File: src/rtl/btn_cond_pkg.sv
// Shared types and helpers for the pushbutton conditioner: repeat-FSM state
// encoding and counter sizing.
package btn_cond_pkg;

    typedef enum logic [1:0] {
        IDLE   = 2'd0,
        HELD   = 2'd1,
        REPEAT = 2'd2
    } rpt_state_e;

    // Width of a counter that must hold values 0..max_count inclusive.
    function automatic int cnt_width(input int max_count);
        return (max_count < 1) ? 1 : $clog2(max_count + 1);
    endfunction

endpackage : btn_cond_pkg

File: src/rtl/btn_channel.sv
// One pushbutton channel: polarity fix, two-flop synchroniser, counter debounce,
// registered press/release strobes and hold-to-auto-repeat FSM.
module btn_channel
    import btn_cond_pkg::*;
#(
    parameter int   DEBOUNCE_CYCLES = 250000,
    parameter int   REPEAT_DELAY    = 25000000,
    parameter int   REPEAT_PERIOD   = 5000000,
    parameter logic ACTIVE_LOW      = 1'b0
) (
    input  logic clk,
    input  logic rst,
    input  logic pin_i,
    input  logic repeat_en_i,
    output logic level_o,
    output logic press_o,
    output logic release_o,
    output logic pulse_o
);

    localparam int DB_W    = cnt_width(DEBOUNCE_CYCLES);
    localparam int RPT_MAX = (REPEAT_DELAY > REPEAT_PERIOD) ? REPEAT_DELAY : REPEAT_PERIOD;
    localparam int RPT_W   = cnt_width(RPT_MAX);

    // Counters toggle/fire one increment early so that the event lands exactly
    // on the Nth cycle and the stored count never reaches the terminal value.
    localparam logic [DB_W-1:0]  DB_LAST    = DB_W'(DEBOUNCE_CYCLES - 1);
    localparam logic [RPT_W-1:0] DELAY_LAST = RPT_W'(REPEAT_DELAY - 1);
    localparam logic [RPT_W-1:0] PER_LAST   = RPT_W'(REPEAT_PERIOD - 1);

    logic             sync1_q, sync2_q;
    logic [DB_W-1:0]  db_cnt_q, db_cnt_d;
    logic             level_q, level_d;
    logic             press_q, release_q, rep_q, rep_d;
    logic             rise, fall;
    rpt_state_e       state_q, state_d;
    logic [RPT_W-1:0] rpt_cnt_q, rpt_cnt_d;

    // Synchroniser resets to "not pressed" so a button held through reset
    // is debounced afresh.
    // NOTE: sequential state uses non-blocking (<=) so every flop samples
    // pre-edge values regardless of statement order.
    always_ff @(posedge clk or negedge rst) begin
        if (!rst) begin
            sync1_q <= 1'b0;
            sync2_q <= 1'b0;
        end else begin
            sync1_q <= pin_i ^ ACTIVE_LOW;
            sync2_q <= sync1_q;
        end
    end

    // NOTE: every always_comb output gets a default first, so no path can
    // leave it unassigned and infer a latch.
    always_comb begin
        db_cnt_d = '0;
        level_d  = level_q;
        if (sync2_q != level_q) begin
            if (db_cnt_q == DB_LAST) begin
                level_d = ~level_q;
            end else begin
                db_cnt_d = db_cnt_q + DB_W'(1);
            end
        end
    end

    assign rise = level_d & ~level_q;
    assign fall = ~level_d & level_q;

    always_comb begin
        state_d   = state_q;
        rpt_cnt_d = rpt_cnt_q;
        rep_d     = 1'b0;
        if (fall) begin
            // Release wins: drop to IDLE and suppress any repeat due now.
            state_d   = IDLE;
            rpt_cnt_d = '0;
        end else begin
            unique case (state_q)
                IDLE: begin
                    rpt_cnt_d = '0;
                    if (rise) begin
                        state_d = HELD;
                    end
                end
                HELD: begin
                    if (!repeat_en_i) begin
                        rpt_cnt_d = '0;
                    end else if (rpt_cnt_q == DELAY_LAST) begin
                        rep_d     = 1'b1;
                        state_d   = REPEAT;
                        rpt_cnt_d = '0;
                    end else begin
                        rpt_cnt_d = rpt_cnt_q + RPT_W'(1);
                    end
                end
                REPEAT: begin
                    if (!repeat_en_i) begin
                        state_d   = HELD;
                        rpt_cnt_d = '0;
                    end else if (rpt_cnt_q == PER_LAST) begin
                        rep_d     = 1'b1;
                        rpt_cnt_d = '0;
                    end else begin
                        rpt_cnt_d = rpt_cnt_q + RPT_W'(1);
                    end
                end
                default: begin
                    state_d   = IDLE;
                    rpt_cnt_d = '0;
                end
            endcase
        end
    end

    always_ff @(posedge clk or negedge rst) begin
        if (!rst) begin
            db_cnt_q  <= '0;
            level_q   <= 1'b0;
            press_q   <= 1'b0;
            release_q <= 1'b0;
            rep_q     <= 1'b0;
            state_q   <= IDLE;
            rpt_cnt_q <= '0;
        end else begin
            db_cnt_q  <= db_cnt_d;
            level_q   <= level_d;
            press_q   <= rise;
            release_q <= fall;
            rep_q     <= rep_d;
            state_q   <= state_d;
            rpt_cnt_q <= rpt_cnt_d;
        end
    end

    assign level_o   = level_q;
    assign press_o   = press_q;
    assign release_o = release_q;
    assign pulse_o   = press_q | rep_q;

endmodule : btn_channel

File: src/rtl/btn_conditioner.sv
// Multi-channel pushbutton front end: NUM_BTN independent btn_channel slices
// feeding single-cycle strobes to the game FSM.
module btn_conditioner
    import btn_cond_pkg::*;
#(
    parameter int                 NUM_BTN         = 5,
    parameter int                 DEBOUNCE_CYCLES = 250000,
    parameter int                 REPEAT_DELAY    = 25000000,
    parameter int                 REPEAT_PERIOD   = 5000000,
    parameter logic [NUM_BTN-1:0] ACTIVE_LOW_MASK = '0
) (
    input  logic               clk,
    input  logic               rst,
    input  logic [NUM_BTN-1:0] btn_in,
    input  logic [NUM_BTN-1:0] repeat_en,
    output logic [NUM_BTN-1:0] btn_level,
    output logic [NUM_BTN-1:0] btn_press,
    output logic [NUM_BTN-1:0] btn_release,
    output logic [NUM_BTN-1:0] btn_pulse
);

    if (DEBOUNCE_CYCLES < 1 || REPEAT_DELAY < 1 || REPEAT_PERIOD < 1) begin : g_bad_params
        $error("btn_conditioner: DEBOUNCE_CYCLES, REPEAT_DELAY and REPEAT_PERIOD must be >= 1");
    end

    for (genvar i = 0; i < NUM_BTN; i++) begin : g_ch
        btn_channel #(
            .DEBOUNCE_CYCLES (DEBOUNCE_CYCLES),
            .REPEAT_DELAY    (REPEAT_DELAY),
            .REPEAT_PERIOD   (REPEAT_PERIOD),
            .ACTIVE_LOW      (ACTIVE_LOW_MASK[i])
        ) u_ch (
            .clk         (clk),
            .rst         (rst),
            .pin_i       (btn_in[i]),
            .repeat_en_i (repeat_en[i]),
            .level_o     (btn_level[i]),
            .press_o     (btn_press[i]),
            .release_o   (btn_release[i]),
            .pulse_o     (btn_pulse[i])
        );
    end

endmodule : btn_conditioner
File: config.mk
export PLATFORM = sky130hd
export DESIGN_NAME = btn_conditioner
export DESIGN_NICKNAME = d
export VERILOG_FILES = /design/src/rtl/btn_cond_pkg.sv /design/src/rtl/btn_channel.sv /design/src/rtl/btn_conditioner.sv
export SDC_FILE = /design/constraint.sdc
export NUM_CORES = 1
export LEC_CHECK = 0
export BUFFER_PORTS_ARGS = -buffer_cell sky130_fd_sc_hd__buf_2
export CORE_ASPECT_RATIO = 1.1
export CORE_MARGIN = 2
export CORE_UTILIZATION = 59
export CTS_CLUSTER_SIZE = 25
export DETAILED_ROUTE_END_ITERATION = 8
export PLACE_DENSITY = 0.86
export SKIP_LAST_GASP = 1
export SLEW_MARGIN = 20
export SYNTH_ARGS = -nofsm -noshare
export SYNTH_HDL_FRONTEND = slang
export SYNTH_HIERARCHICAL = 1
export SYNTH_SLANG_ARGS = --single-unit
File: constraint.sdc
create_clock -name clk -period 5.2 [get_ports clk]
set_input_delay 1.04 -clock clk [delete_from_list [all_inputs] [get_ports clk]]
set_output_delay 1.04 -clock clk [all_outputs]
set_load 0.03 [all_outputs]
==> impl_metrics.yaml, run 1 <==
final_layout:
  layout_commonest_cell: "dfrtp_1"
  final_core_util_pct: 65.2
  layout-drive-gt1-share_pct: 11.2
  syn_to_final_growth_pct: 8.55
  final_cell_mix: "dfrtp_1, xnor2_1, a21oi_1"
  n_antenna_cell: 0
  fillers: 1791
  multi_input_area_um2: 7150
  regArea_um2: 6380
  fin_nets: 1471
logic_synthesis:
  yosys.area_share.simple_pct: 24.5
  ys_ff_latch: 255
  synth-compound-area-share_pct: 13.3
  synth-async-reset-ratio_pct: 100
  synth_top_cell_area_share_pct: 45.0
  synth.cell_area_um2: 14200
  synth_cell_types: 63
  synth_top_family_by_area: "simple AND/OR/NAND/NOR gates"
  syn-num-nets: 1458
  syn_inst: 1406
  synthFlopType: "dfrtp_1"
  synth_area_leaders: "dfrtp_1, xnor2_1, a21oi_1"
  ys_warn_count: 6
  muxShareOfSynthArea_pct: 0.829
  ys_seq_area_share_pct: 45.0
  postSynthAreaPerCell_um2: 10.1
  yosys.area_share.xor_xnor_pct: 8.15
  synth_enable_flop_cells: 0
  synthAdderAreaFrac_pct: 3.53
  synth_top_area_cell: "dfrtp_1"
placed_design:
  portBuffers: 31
  dp_hpwl_um: 18900
  gp_congestion: 0.854
critical_path:
  arrival_ns: 3.72
  worst-r2r-setup-slack_ns: 1.91
  r2r-end: "g_ch[4].u_ch/rpt_cnt_q[24]$_DFF_PN0_"
  crit_required_ns: 5.63
  critPathBufInv: 0
  end_kind: "flop"
  cp-start-kind: "flop"
  crit_fanout: 25
  crit_slowest_cell: "or4_1"
  worstSetupPathType: "flop to flop"
  cp_slowest_stage_delay_ns: 0.61
  crit_family: "simple AND/OR/NAND/NOR gates"
  cp_cell_sequence: "or4_1, nor4_1, mux2i_1, ha_1, nor2_1, o2111ai_2, a22oi_1"
  rr_worst_depth: 7
  r2r_start: "g_ch[4].u_ch/db_cnt_q[10]$_DFF_PN0_"
drt:
  drtPass1Iterations: 5
  route.vias.total: 11100
  post_drt_via_cell_ratio: 6.35
  drtAntennaViolNets: 0
  drt_first_iter_violations: 859
  wl_um: 28900
  drc_errors: 0
  met1_length_um: 12600
  wl_met2_um: 14500
  route.met3.wl_um: 1160
  wl_per_cell_um: 16.6
  top_layer: "met4"
floorplanning:
  core_um2: 23600
  fp.dieW_um: 152
  io_pins: 32
  start_util_pct: 60.0
  dieArea_um2: 25300
  die_h_um: 167
  rows: 59
power:
  ir_worst_vdd_v: 0.000190
  power.density_nw_per_um2: 283
  p_leak_nw: 6.00
  pwr-share-seq_pct: 46.7
  swShare_pct: 21.1
  clock_power_share_pct: 50.4
  power_switching_mw: 0.916
  p_comb_share_pct: 2.9
  intPower_mw: 3.43
sta:
  finClkSkew_ns: 0.0180
  setup_tns_ns: 0
  period_minus_slack_ns: 3.29
  rsz0062_at_grt: "false"
  max_freq_ghz: 0.304
  hold_viol: 0
  setup_viol: 0
  period_share_pct: 63.2
  finalMaxSlewViolations: 0
  worst_slew_pin_slew_ns: 1.12
  slew_headroom_pct: 25.0
global_route:
  antenna_found_initial: 0
  grt_max_degree: 109
  grt_pass1_wl_um: 51100
  grt_pass1_vias: 11000
  grt_overflow_total: 0
  grt.total_usage_pct: 23.0
clock_tree:
  cts_sinks: 255
  cts_buffer_depth: 3
  clk_pin_slew_ns: 0.06
  post_cts_resized: 0
  cts_buffers: 27
  ctsHoldBuffers: 0
  cts_tree: "yes"
  cts_setup_buffers: 0
  clk_latency_ns: 0.54
  root_buffer: "clkbuf_16"
  htree_levels: 1
hold_path:
  min_path_type: "flop to flop"
  min_to: "g_ch[4].u_ch/sync2_q$_DFF_PN0_"
  min-delay-start: "g_ch[4].u_ch/sync1_q$_DFF_PN0_"
  whs_path_depth: 0
flow_run:
  drv_cap: 0
run_status:
  status: "completed"
worst reg2reg max path, delay by kind of cell, from the launching register on:
family | cells | cell delay (ns)
and+or+nand+nor | 3 | 1.35
adders and majority gates | 1 | 0.26
muxes | 1 | 0.15
AOI/OAI and AO/OA | 2 | 1.02
DFF | 1 | 0.42
power groups by stage:
| stage | logic (mW) | registers [mW] | clock network (mW) |
|---|---|---|---|
| 6_report | 0.125 | 2.03 | 2.19 |
| 5_1_grt | 0.144 | 2.03 | 2.32 |
| 4_1_cts | 0.128 | 2.03 | 2.24 |
| 3_5_place_dp | 0.127 | 2.07 | 0 |
| 3_3_place_gp | 0.123 | 2.07 | 0 |
| 2_1_floorplan | 0.0691 | 2.06 | 0 |
through the flow:
stage | instances | cell area (um2) | power (mW) | hold slack [ns] | setup WS, ns
final | 1744 | 15400 | 4.35 | 0.355 | 1.91
after global routing | 1744 | 15400 | 4.50 | 0.364 | 1.68
after CTS | 1744 | 15400 | 4.40 | 0.361 | 1.92
after detailed placement | 1695 | 14400 | 2.19 | 0.348 | 1.95
after global placement | 1695 | 14400 | 2.19 | 0.331 | 2.01
after floorplan | 1406 | 14200 | 2.13 | 0.331 | 2.49
routing by layer:
layer / track usage [%] / up-vias
met5: 0 / -
met4: 7.68 / 0
met1: 30.2 / 5454
met3: 3.04 / 60
met2: 39.7 / 287
li1: - / 5281
worst max path at each step:
stage / startpoint / end / slack (ns) / cells after the start
finish: g_ch[4].u_ch/db_cnt_q[10]$_DFF_PN0_ / g_ch[4].u_ch/rpt_cnt_q[24]$_DFF_PN0_ / 1.91 / 7
global route: g_ch[4].u_ch/db_cnt_q[10]$_DFF_PN0_ / g_ch[4].u_ch/rpt_cnt_q[13]$_DFF_PN0_ / 1.68 / 7
CTS: g_ch[4].u_ch/db_cnt_q[10]$_DFF_PN0_ / g_ch[4].u_ch/rpt_cnt_q[16]$_DFF_PN0_ / 1.92 / 7
detailed placement: g_ch[4].u_ch/db_cnt_q[10]$_DFF_PN0_ / g_ch[4].u_ch/rpt_cnt_q[20]$_DFF_PN0_ / 1.95 / 7
global placement: g_ch[4].u_ch/db_cnt_q[10]$_DFF_PN0_ / g_ch[4].u_ch/rpt_cnt_q[17]$_DFF_PN0_ / 2.01 / 7
floorplan: g_ch[4].u_ch/db_cnt_q[10]$_DFF_PN0_ / g_ch[4].u_ch/state_q[1]$_DFFE_PN0P_ / 2.49 / 8
sequential cells by signal, indices dropped and copies added, names as in the netlist:
name,count
g_ch.u_ch/db_cnt_q,90
g_ch.u_ch/level_o,5
g_ch.u_ch/rep_q,5
g_ch.u_ch/state_q,10
g_ch.u_ch/press_o,5
g_ch.u_ch/sync1_q,5
g_ch.u_ch/sync2_q,5
g_ch.u_ch/release_o,5
g_ch.u_ch/rpt_cnt_q,125
cell families (layout without fill, tap and decap cells):
group / Yosys count / count (layout)
buf+inv: 114 / 147
simple gates: 598 / 598
flops: 255 / 255
mux: 11 / 11
fa+ha+maj: 40 / 40
compound gates: 256 / 256
xor+xnor: 132 / 132
cells in the mapped netlist, drive strengths merged, types with 28 or more instances:
cell,number
nor3,56
nand3,65
dfrtp,255
o31ai,46
nor4,49
xnor2,104
nand2,82
nand4,55
nor2,95
ha,40
buf,34
a21oi,101
a22oi,48
xor2,28
or3,34
or4,64
inv,61
layout make-up:
class	instances	area share, %
Multi-Input combinational cell	1037	46.5
Sequential cell	255	41.5
Clock buffer	31	4.68
Tap cell	305	2.48
Clock inverter	18	1.98
Inverter	61	1.49
Timing Repair Buffer	37	1.45
Note: power is estimated with default switching activity, not from simulation.
==> run 2, diff against run 1 <==
--- a/config.mk
+++ b/config.mk
@@ -5,6 +5,7 @@
 export SDC_FILE = /design/constraint.sdc
 export NUM_CORES = 1
 export LEC_CHECK = 0
+export ABC_AREA = 1
 export BUFFER_PORTS_ARGS = -buffer_cell sky130_fd_sc_hd__buf_2
 export CORE_ASPECT_RATIO = 1.1
 export CORE_MARGIN = 2
==> constraint.sdc (replaced) <==
create_clock -name clk -period 3.3 [get_ports clk]
set_input_delay 0.66 -clock clk [delete_from_list [all_inputs] [get_ports clk]]
set_output_delay 0.66 -clock clk [all_outputs]
set_load 0.03 [all_outputs]
==> run 2 against run 1 <==
  * Via count is 9.5% higher
  * Cell area rose by 2.4%
  * Clock-buffer cell count increased by 4
  * Critical path depth rose by 5
  * Combinational power up 9.6%
  * Setup slack worse by 1.3 ns
  * Synthesized cell count increased by 33%
  * Clock power increased by 43%
  * Sequential power rose by 56%
  * Sequential share of layout area is 0.95 points lower
  * Area after synthesis is 1.3% higher
  * Power rose by 48%
  * Highest routed layer unchanged
==> impl_metrics.yaml, run 2 <==
sta:
  finalMaxSlewViolations: 0
  slew_headroom_pct: 53.2
  hold_viol: 0
  holdWs_ns: 0.127
  worst_slew_pin_slew_ns: 0.703
  period_minus_slack_ns: 2.70
  rsz0062_at_grt: "false"
  finClkSkew_ns: 0.0112
  period_share_pct: 81.8
  worst_slack_ns: 0.600
  setup_tns_ns: 0
  setup_viol: 0
  max_freq_ghz: 0.370
logic_synthesis:
  synth_common_cells: "nor2_1, nand2_1, dfrtp_1"
  yosys.cell_count.top_type: "nor2_1"
  synthFlopType: "dfrtp_1"
  syn_inst: 1869
  syn-num-nets: 1921
  synth_top_area_cell: "dfrtp_1"
  postSynthAreaPerCell_um2: 7.68
  ys_warn_count: 6
  synth_cell_types: 31
  synth_area_leaders: "dfrtp_1, nor2_1, nand2_1"
  synth-async-reset-ratio_pct: 100
  synth_top_cell_area_share_pct: 44.4
  synth_enable_flop_cells: 0
  ys_seq_area_share_pct: 44.4
  ys_ff_latch: 255
  synth.cell_area_um2: 14400
floorplanning:
  dieArea_um2: 25600
  rows: 59
  fp.dieW_um: 153
  core_um2: 23800
  die_h_um: 168
  start_util_pct: 60.4
  io_pins: 32
placed_design:
  dp_slack_ns: 0.700
  gp_congestion: 0.919
  dp_hpwl_um: 21500
  portBuffers: 31
critical_path:
  crit_top_cell: "nor2_1"
  crit_required_ns: 3.75
  cp_slowest_stage_delay_ns: 0.39
  crit_slowest_cell: "dfrtp_1"
  cp-start-kind: "flop"
  end_kind: "flop"
  crit_fanout: 21
  worstSetupPathType: "flop to flop"
  arrival_ns: 3.15
  cp_cell_sequence: "ha_1, nand2_1, nor2_1, nand3_1, o21ai_0, inv_1, ha_1, inv_1, nand2_1, nor2_1, nand2_4, nor2_1"
clock_tree:
  post_cts_resized: 0
  cts_tree: "yes"
  clk_latency_ns: 0.53
  ctsHoldBuffers: 0
  clk_pin_slew_ns: 0.06
  cts_sinks: 255
  htree_levels: 1
  cts_setup_buffers: 0
  cts_buffers: 28
  cts_buffer_depth: 3
  root_buffer: "clkbuf_16"
final_layout:
  syn_to_final_growth_pct: 9.71
  fillers: 1906
  n_antenna_cell: 0
  layout_commonest_cell: "nor2_1"
  fin_nets: 1968
  layout-drive-gt1-share_pct: 7.45
  largest_register_ffs: 125
  regMostFlops: "g_ch.u_ch/rpt_cnt_q"
  regArea_um2: 6380
  final_cell_mix: "nor2_1, nand2_1, dfrtp_1"
  multi_input_area_um2: 6870
  reg_top3: "g_ch.u_ch/rpt_cnt_q (125), g_ch.u_ch/db_cnt_q (90), g_ch.u_ch/state_q (10)"
power:
  pwr-share-seq_pct: 49.1
  p_leak_nw: 6.74
  p_comb_share_pct: 2.1
  ir_worst_vdd_v: 0.000373
  swShare_pct: 21.1
  power.density_nw_per_um2: 409
  clock_power_share_pct: 48.8
  intPower_mw: 5.08
  power_switching_mw: 1.36
flow_run:
  drv_cap: 0
drt:
  drc_errors: 0
  drtAntennaViolNets: 0
  wl_um: 30300
  post_drt_via_cell_ratio: 5.42
  drt_first_iter_violations: 881
  route.vias.total: 12100
  wl_per_cell_um: 13.5
  drtPass1Iterations: 5
global_route:
  grt_overflow_total: 0
  grt_pass1_vias: 12100
  grt_pass1_wl_um: 53100
  grt.total_usage_pct: 23.9
  grt_max_degree: 91
  antenna_found_initial: 0
hold_path:
  min_path_type: "input pin to async pin"
run_status:
  status: "completed"
==> run 2: cell families after synthesis <==
group / Yosys count / share of synthesized area [%]
buffers and inverters: 273 / 7.75
AND/OR/NAND/NOR: 1103 / 34.2
AO/OA/AOI/OAI: 81 / 3.04
XOR/XNOR: 117 / 7.14
adder cells (fa/ha/maj): 40 / 3.48
flip-flops: 255 / 44.4
==> run 2: final timing paths <==
check / start / to / slack (ns) / depth (start not counted)
max in group asynchronous: rst / g_ch[3].u_ch/db_cnt_q[16]$_DFF_PN0_ / 2.35 / 2
min in group clk: btn_in[0] / g_ch[0].u_ch/sync1_q$_DFF_PN0_ / 0.23 / 1
setup / recovery: g_ch[3].u_ch/db_cnt_q[0]$_DFF_PN0_ / g_ch[3].u_ch/rpt_cnt_q[4]$_DFF_PN0_ / 0.60 / 12
setup reg to reg: g_ch[3].u_ch/db_cnt_q[0]$_DFF_PN0_ / g_ch[3].u_ch/rpt_cnt_q[4]$_DFF_PN0_ / 0.60 / 12
hold reg to reg: g_ch[1].u_ch/sync1_q$_DFF_PN0_ / g_ch[1].u_ch/sync2_q$_DFF_PN0_ / 0.35 / 0
hold / removal: rst / g_ch[1].u_ch/rpt_cnt_q[24]$_DFF_PN0_ / 0.13 / 1
==> run 2: critical path: cells and delay by family (launching register included) <==
family,cells,cell delay (ns)
flip-flops,1,0.39
AND/OR/NAND/NOR,7,1.28
adder cells (fa/ha/maj),2,0.46
buffers and inverters,2,0.18
AO/OA/AOI/OAI,1,0.31
==> run 2: metrics by stage <==
stage | cell area, um2 | std cells | utilization (%) | power, mW
5_1_grt | 15800 | 2239 | 66.3 | 6.69
4_1_cts | 15800 | 2239 | 66.3 | 6.52
2_1_floorplan | 14400 | 1869 | - | 3.26
3_5_place_dp | 14800 | 2191 | 62.3 | 3.36
3_3_place_gp | 14800 | 2191 | 62.3 | 3.35
6_report | 15800 | 2239 | 66.3 | 6.44
==> run 2: power by group through the flow <==
stage,combinational [mW],sequential (mW),clock (mW)
2_1_floorplan,0.0461,3.21,0
3_3_place_gp,0.135,3.22,0
3_5_place_dp,0.140,3.22,0
4_1_cts,0.142,3.16,3.22
5_1_grt,0.159,3.16,3.37
6_report,0.137,3.16,3.14
==> run 2: area by class of cell <==
cell class                      instances  area share [%]
Clock inverter                         13           0.993
Tap cell                              305            2.42
Clock buffer                           35            4.94
Multi-Input combinational cell       1341            43.6
Inverter                              255            6.08
Timing Repair Buffer                   35            1.48
Sequential cell                       255            40.5
==> run 2: metal layers <==
layer | part of all wire [%] | track usage, %
met5 | 0 | 0
met4 | 2.2 | 7.41
met3 | 4.5 | 3.31
met1 | 43 | 30.0
met2 | 51 | 43.1
==> run 3, diff against run 2 <==
--- a/config.mk
+++ b/config.mk
@@ -5,11 +5,11 @@
 export SDC_FILE = /design/constraint.sdc
 export NUM_CORES = 1
 export LEC_CHECK = 0
-export ABC_AREA = 1
+export ABC_AREA = 0
 export BUFFER_PORTS_ARGS = -buffer_cell sky130_fd_sc_hd__buf_2
 export CORE_ASPECT_RATIO = 1.1
 export CORE_MARGIN = 2
-export CORE_UTILIZATION = 59
+export CORE_UTILIZATION = 57
 export CTS_CLUSTER_SIZE = 25
 export DETAILED_ROUTE_END_ITERATION = 8
 export PLACE_DENSITY = 0.86
==> constraint.sdc (replaced) <==
create_clock -name clk -period 2.4 [get_ports clk]
set_input_delay 0.48 -clock clk [delete_from_list [all_inputs] [get_ports clk]]
set_output_delay 0.48 -clock clk [all_outputs]
set_load 0.03 [all_outputs]
==> run 3 against run 2 <==
  * The run now ends with setup timing left
  * Cell count decreased by 15%
  * Clock power rose by 50%
  * Sequential power is 39% higher
  * Maximum frequency fell by 0.31%
  * Critical endpoint is now g_ch[0].u_ch/state_q[0]$_DFFE_PN0P_
  * Largest cell class unchanged
  * Highest routed layer unchanged
==> impl_metrics.yaml, run 3 (same netlist as run 1, synthesis figures left out) <==
drt:
  post_drt_via_cell_ratio: 6.41
  top_layer: "met4"
  route.met3.wl_um: 1750
  drc_errors: 0
  route.vias.total: 12200
  drtAntennaViolNets: 0
  wl_um: 36500
  met1_length_um: 14200
  wl_per_cell_um: 19.1
  drtPass1Iterations: 5
  drt_first_iter_violations: 1016
  wl_met2_um: 19500
clock_tree:
  htree_levels: 1
  cts_sinks: 255
  root_buffer: "clkbuf_16"
  clk_pin_slew_ns: 0.06
  cts_tree: "yes"
  cts_buffer_depth: 3
  clk_latency_ns: 0.55
  cts_buffers: 28
sta:
  finalMaxSlewViolations: 0
  max_freq_ghz: 0.369
  period_minus_slack_ns: 2.71
  worst_slew_pin_slew_ns: 0.600
  holdWs_ns: 0.0323
  period_share_pct: 113
  setup_tns_ns: -23.50
  hold_viol: 0
  worst_slack_ns: -0.308
  finClkSkew_ns: 0.0203
  setup_viol: 135
  slew_headroom_pct: 59.7
  rsz0062_at_grt: "true"
critical_path:
  crit_required_ns: 2.82
  r2r-end: "g_ch[0].u_ch/state_q[0]$_DFFE_PN0P_"
  cp_slowest_stage_delay_ns: 0.53
  crit_fanout: 4
  end_kind: "flop"
  worst-r2r-setup-slack_ns: -0.31
  worstSetupPathType: "flop to flop"
  rr_worst_depth: 10
  cp-start-kind: "flop"
  cp_cell_sequence: "nor4b_2, nand2_1, or4_4, buf_6, mux2_4, ha_4, nand2_2, and2_4, a311oi_2, o311ai_1"
  r2r_start: "g_ch[0].u_ch/db_cnt_q[5]$_DFF_PN0_"
  crit_slowest_cell: "or4_4"
  arrival_ns: 3.12
power:
  intPower_mw: 7.40
  swShare_pct: 22.3
  p_leak_nw: 7.03
  power.density_nw_per_um2: 531
  pwr-share-seq_pct: 46.2
  clock_power_share_pct: 49.4
  power.total_mw: 9.53
  p_comb_share_pct: 4.5
  power_switching_mw: 2.13
  ir_worst_vdd_v: 0.000518
final_layout:
  regMostFlops: "g_ch.u_ch/rpt_cnt_q"
  fillers: 1546
  largest_register_ffs: 125
  reg_top3: "g_ch.u_ch/rpt_cnt_q (125), g_ch.u_ch/db_cnt_q (90), g_ch.u_ch/state_q (10)"
  final_cell_mix: "dfrtp_1, buf_4, xnor2_1"
  fin_nets: 1632
  regArea_um2: 6380
  n_antenna_cell: 0
  syn_to_final_growth_pct: 26.5
  layout-drive-gt1-share_pct: 31.1
  multi_input_area_um2: 8130
  layout_commonest_cell: "dfrtp_1"
floorplanning:
  fp.dieW_um: 154
  dieArea_um2: 26200
  die_h_um: 169
  core_um2: 24500
  rows: 60
  io_pins: 32
  start_util_pct: 57.9
global_route:
  grt_overflow_total: 0
  grt_pass1_wl_um: 58400
  grt_max_degree: 63
  grt_pass1_vias: 12300
  antenna_found_initial: 0
  grt.total_usage_pct: 26.4
placed_design:
  dp_hpwl_um: 21600
  portBuffers: 31
  dp_slack_ns: -0.392
  gp_congestion: 0.874
hold_path:
  min-delay-start: "btn_in[0]"
  whs_path_depth: 1
  min_path_type: "input pin to flop"
  min_to: "g_ch[0].u_ch/sync1_q$_DFF_PN0_"
flow_run:
  drv_cap: 0
run_status:
  violations: "setup timing"
  status: "finished with violations"
==> run 3: layer usage <==
metal  vias to the layer above  track usage, %
met5                         -               0
met4                         0            9.58
met3                       100            3.12
met2                       449            48.5
met1                      6096            32.2
li1                       5604               -
==> run 3: repair_timing <==
item	in CTS	in global routing
hold endpoints to repair	53	0
endpoints found under the setup margin	135	167
hold buffers	1	0
gates resized for setup	52	82
cloned	5	5
pin swaps	44	47
setup buffers	24	8
==> run 3: worst max-delay path by stage <==
stage	slack [ns]	end	start	depth (start not counted)
floorplan	-0.14	g_ch[0].u_ch/state_q[0]$_DFFE_PN0P_	g_ch[0].u_ch/db_cnt_q[5]$_DFF_PN0_	9
global placement	-0.26	g_ch[2].u_ch/state_q[0]$_DFFE_PN0P_	g_ch[2].u_ch/db_cnt_q[8]$_DFF_PN0_	9
detailed placement	-0.39	g_ch[2].u_ch/rpt_cnt_q[22]$_DFF_PN0_	g_ch[2].u_ch/db_cnt_q[9]$_DFF_PN0_	9
CTS	-0.27	g_ch[2].u_ch/rpt_cnt_q[19]$_DFF_PN0_	g_ch[2].u_ch/db_cnt_q[4]$_DFF_PN0_	9
global route	-0.38	g_ch[1].u_ch/state_q[0]$_DFFE_PN0P_	g_ch[1].u_ch/db_cnt_q[5]$_DFF_PN0_	11
finish	-0.31	g_ch[0].u_ch/state_q[0]$_DFFE_PN0P_	g_ch[0].u_ch/db_cnt_q[5]$_DFF_PN0_	10
==> run 3: power by group through the flow <==
stage / sequential [mW] / combinational (mW) / clock (mW)
2_1_floorplan: 4.46 / 0.172 / 0
3_3_place_gp: 4.47 / 0.365 / 0
3_5_place_dp: 4.48 / 0.376 / 0
4_1_cts: 4.40 / 0.406 / 4.75
5_1_grt: 4.41 / 0.471 / 4.95
6_report: 4.40 / 0.426 / 4.70
==> run 3: final cells by class <==
| type | count | share of cell area (%) |
|---|---|---|
| clock buffers | 32 | 4.16 |
| clock inverters | 18 | 1.46 |
| inverters | 61 | 1.28 |
| multi-input cells | 1037 | 45.3 |
| flip-flops and latches | 255 | 35.6 |
| well taps | 310 | 2.16 |
| repair buffers | 197 | 10.0 |
==> run 3: worst max-delay path: cells and delay by family (launching register included) <==
kind / cells / cell delay [ns]
and+or+nand+nor: 5 / 1.12
muxes: 1 / 0.31
DFF: 1 / 0.39
buffers and inverters: 1 / 0.15
AOI/OAI and AO/OA: 2 / 0.34
adders and majority gates: 1 / 0.26
==> run 3: through the flow <==
stage / instance area (um2) / cells / utilization (%)
floorplan: 14600 / 1406 / -
global placement: 15900 / 1824 / 65.1
detailed placement: 15900 / 1824 / 65.1
CTS: 17500 / 1904 / 71.6
global route: 17900 / 1910 / 73.3
finish: 17900 / 1910 / 73.3
